## src/rtl/clk_div_32m768.sv

```systemverilog
// clk_div_32m768: binary clock divider producing 15 phase-aligned clocks and rising-edge strobes
module clk_div_32m768 (
  input  logic        clk32M768,
  input  logic        rst_32M768,
  output logic        clk16M384,
  output logic        clk8M192,
  output logic        clk4M096,
  output logic        clk2M048,
  output logic        clk1M024,
  output logic        clk512K,
  output logic        clk256K,
  output logic        clk128K,
  output logic        clk64K,
  output logic        clk32K,
  output logic        clk16K,
  output logic        clk8K,
  output logic        clk4K,
  output logic        clk2K,
  output logic        clk1K,
  output logic [14:0] ce_rise
);
  logic [14:0] cnt;
  logic [14:0] ce_next;
  // strobe k fires next cycle when the low k+1 counter bits are about to reach zero
  always_comb
    for (int i = 0; i < 15; i++)
      ce_next[i] = (cnt & 15'((16'd2 << i) - 16'd1)) == 15'd1;
  always_ff @(posedge clk32M768 or posedge rst_32M768)
    if (rst_32M768) begin
      cnt     <= '0;
      ce_rise <= '1;
    end else begin
      cnt     <= cnt - 15'd1;
      ce_rise <= ce_next;
    end
  assign {clk1K, clk2K, clk4K, clk8K, clk16K, clk32K, clk64K, clk128K,
          clk256K, clk512K, clk1M024, clk2M048, clk4M096, clk8M192, clk16M384} = cnt;
endmodule

```

## config.mk

```make
export PLATFORM = sky130hd
export DESIGN_NAME = clk_div_32m768
export DESIGN_NICKNAME = d
export VERILOG_FILES = /design/src/rtl/clk_div_32m768.sv
export SDC_FILE = /design/constraint.sdc
export NUM_CORES = 1
export LEC_CHECK = 0
export CAP_MARGIN = 20
export CORE_ASPECT_RATIO = 1.1
export CORE_MARGIN = 1
export CORE_UTILIZATION = 35
export DETAILED_ROUTE_END_ITERATION = 8
export PLACE_DENSITY = 0.58
export SYNTH_ARGS = -nofsm -noshare
export SYNTH_HDL_FRONTEND = slang
export SYNTH_SLANG_ARGS = --single-unit
export TNS_END_PERCENT = 30
```

## constraint.sdc

```tcl
create_clock -name clk32M768 -period 5.3 [get_ports clk32M768]
set_input_delay 0.795 -clock clk32M768 [delete_from_list [all_inputs] [get_ports clk32M768]]
set_output_delay 0.795 -clock clk32M768 [all_outputs]
set_load 0.01 [all_outputs]
```

== Yosys cells after proc, flatten, opt, wreduce, memory -nomap -nowiden ==
Index checks and enable logic that the tools add are counted.

* Add/sub/neg operators: 1
* Equal/unequal tests: 14

{| class="wikitable"
|+ Operator list
! cell !! count
|-
| 15-bit by 1-bit equality test with 1-bit output (second input constant) || 1
|-
| 15-bit by 1-bit subtractor with 15-bit output (second input constant) || 1
|-
| 14-bit by 1-bit equality test with 1-bit output (second input constant) || 1
|-
| 13-bit by 1-bit equality test with 1-bit output (second input constant) || 1
|-
| 12-bit by 1-bit equality test with 1-bit output (second input constant) || 1
|-
| 11-bit by 1-bit equality test with 1-bit output (second input constant) || 1
|-
| 10-bit by 1-bit equality test with 1-bit output (second input constant) || 1
|-
| 9-bit by 1-bit equality test with 1-bit output (second input constant) || 1
|-
| 8-bit by 1-bit equality test with 1-bit output (second input constant) || 1
|-
| 7-bit by 1-bit equality test with 1-bit output (second input constant) || 1
|-
| 6-bit by 1-bit equality test with 1-bit output (second input constant) || 1
|-
| 5-bit by 1-bit equality test with 1-bit output (second input constant) || 1
|-
| 4-bit by 1-bit equality test with 1-bit output (second input constant) || 1
|-
| 3-bit by 1-bit equality test with 1-bit output (second input constant) || 1
|-
| 2-bit by 1-bit equality test with 1-bit output (second input constant) || 1
|}

* Bits in registers: 30
* Input port bits: 2
* Logic and storage cells: 17

== Logic depth before layout (Yosys ltp) ==
* Word-level depth: 1
* Mapped depth: 5
* Depth with buffers taken out: 5

== Least setup slack after synthesis ==
Ideal clock, no wire load.

* Kind: flip-flop to flip-flop
* From: reg cnt[0]
* To: reg cnt[14]
* Setup time: 0.079 ns
* Arrival time: 1.673 ns
* Data required time: 5.221 ns
* Setup slack: 3.547 ns
* Cell stages (with the launch flop): 6
* Buffers on the path: 0
* Period minus slack after synthesis: 1.753 ns
* Cell sequence: dfrtp_1 > inv_1 > ha_1 > or4b_2 > nor4_1 > xor2_1

* Longest elaborated chain between the ends: 1

{| class="wikitable"
|+ Ends and longest elaborated chain
! element !! RTL line !! source
|-
| start: declaration || 22 || <nowiki>logic [14:0] cnt;</nowiki>
|-
| start signal: assignment || 33 || <nowiki>cnt <= cnt - 15'd1;</nowiki>
|-
| 15-bit by 1-bit subtractor with 15-bit output || 33 ||
|}

Every way passes these cells.

== Worst setup path after layout ==
* From: reg cnt[4]
* To: out clk1M024

{| class="wikitable"
|+ RTL lines
! element !! RTL line !! source
|-
| end: declaration || 9 || <nowiki>output logic clk1M024,</nowiki>
|}

No word-level cell between the ends.

==> reports/qor.yml <==
post_cts_resized: 0
design_area_um2: 1600
cts_setup_buffers: 0
dpl-instance-area_um2: 1510
drive_gt1_share_pct: 20.2
hold_path.class: "reg -> reg"
drt-vias-per-instance: 5.00
grt_usage_pct: 14.5
die_w_um: 57.2
grt-ovfl-total: 0
diodes: 0
layout_worst_path_cycle_share_pct: 42.4
worstMarginPinSlew_ns: 0.615
area_growth_pct: 35.8
path_cells: "clkdlybuf4s50_1"
async_reset_ff_share_pct: 100
wl_um: 2260
synth-seq-area-share_pct: 65.5
p_leak_uw: 0.000611
start_util_pct: 37.6
nNetsFinal: 133
clock_latency_ns: 0.33
fp.dieH_um: 62.8
drt_pass1_iterations: 8
htreeDepth: 2
vias: 815
netlist_area_um2: 1170
synth_top_area_cell: "dfstp_2"
syn-instance-count: 92
antenna_found_initial: 0
status: "complete, but fails checks"
cp_data_required_time_ns: 4.51
critical_path_arrival_ns: 1.45
globalplace.congestion: 0.753
yosysWarnings: 0
grt_max_degree: 31
clock-sinks: 30
max_freq_ghz: 0.444
slew_headroom_pct: 58.9
crit_path_end_kind: "primary output"
drc: 2
clockBufferDepth: 2
grt_pass1_vias: 824
io_buffers: 31
setup-violations-final: 0
worst-path-buf-inv: 1
postCtsHoldBufs: 0
failed_checks: "design-rule violations"
start_kind: "register"
hpwl_um: 1570
yosys-top-cells-area: "dfstp_2 (34%), dfrtp_1 (32%), xnor2_1 (5.2%)"
cts_made_buffers: 5
synth.distinct_cells: 23
maxSlewViolCount: 0
timing.final.hold_violations: 0
crit_type: "reg -> out"
grt_pass1_wl_um: 3820
rows: 21
rsz0062_at_grt: "false"
synth_edf_count: 0
cts_tree: "built"
netlist.area_leader.share_pct: 33.5
cpPeakStageDelay_ns: 0.60
ir_drop_uv: 127
path_delay_family: "buffers and inverters"
root_buffer: "clkbuf_4"
maxCapViolCount: 0
avgSynthCellArea_um2: 12.8
min_period_ns: 2.25
critPathSlowestCell: "clkdlybuf4s50_1"
drt_iter0_markers: 21
critPathMaxFanout: 9
tns_ns: 0
powerDensity_nw_per_um2: 235
dieArea_um2: 3590
drt.antenna.violating_nets: 0
synthFlopType: "dfstp_2"
synth_nets: 97
io_pins: 32
skew_ns: 0.00432
clkSlewWorstSetupHoldPaths_ns: 0.09
core_area_um2: 3130
ys_ff_latch: 30
avgRoutedWirePerCell_um: 13.8
stage by stage:
stage                     hold WS (ns)  power (uW)  instances  utilization, %  worst slack [ns]
after CTS                        0.465         379        162            50.1              3.04
after detailed placement         0.450         239        154            48.2              3.17
final                            0.461         375        163            51.0              3.05
after global placement           0.451         238        154            48.2              3.21
after floorplan                  0.473         237         92               -              3.55
after global routing             0.480         397        163            51.0              2.94
where the power goes:
group	switching, uW	total, uW	internal, uW
sequential	0	229	229
combinational	4.65	7.37	2.73
clock	74.6	139	64.1
total	79.2	375	296
cell usage in the layout, fill, tap and decap left out, types with 2 or more instances in the layout:
master,n
clkdlybuf4s50_1,31
dfstp_2,15
dfrtp_1,15
nor2_1,8
nor4_1,7
xnor2_1,7
inv_1,6
xor2_1,5
nor3_1,5
clkbuf_4,5
nand2_1,4
ha_1,3
or4_4,2
nand4_1,2
nand4b_1,2
nand3_1,2
cell usage after synthesis (2+ instances only):
master    count
xnor2_1       7
nor3_1        5
nand4b_1      2
nand4_1       2
or4_4         2
nand3_1       2
dfstp_2      15
xor2_1        5
nor2_1        8
inv_1         6
ha_1          3
nand2_1       4
nor4_1        7
dfrtp_1      15
path summary, 6_finish.rpt:
| check | start | endpoint | slack [ns] | depth (start not counted) |
|---|---|---|---|---|
| max | cnt[4] | clk1M024 | 3.05 | 1 |
| min | cnt[14] | ce_rise[14] | 0.46 | 1 |
| max reg2reg | cnt[0] | cnt[14] | 3.40 | 5 |
| min reg2reg | cnt[14] | ce_rise[14] | 0.46 | 1 |
| max in group asynchronous | rst_32M768 | ce_rise[10] | 3.89 | 3 |
| min in group asynchronous | rst_32M768 | cnt[4] | 0.84 | 2 |
area by class of cell:
type                            count  area (um^2)
Tap cell                           34         42.5
Sequential cell                    30          769
Clock buffer                        7         55.1
Timing Repair Buffer               32          338
Inverter                            6         22.5
Multi-Input combinational cell     53          363
Fill cell                         306         1530
Clock inverter                      1         5.00
per-layer routing:
| layer | track usage [%] | share of wire (%) |
|---|---|---|
| met5 | 0 | 0 |
| met1 | 16.8 | 43 |
| met2 | 22.2 | 48 |
| met4 | 6.40 | 2.1 |
| met3 | 7.45 | 7.1 |
state kept, by name, summed over array words and instances (netlist names):
name     count
ce_rise     15
cnt         15
cell families (layout without fill, tap and decap cells):
family / after synthesis / after routing / synth area share [%]
and+or+nand+nor: 37 / 37 / 18.1
DFF: 30 / 30 / 65.5
xor gates and xnor gates: 12 / 12 / 8.95
buffers and inverters: 9 / 46 / 3.62
adders and majority gates: 3 / 3 / 3.20
AOI/OAI and AO/OA: 1 / 1 / 0.639
(Power assumes the default switching activity.)
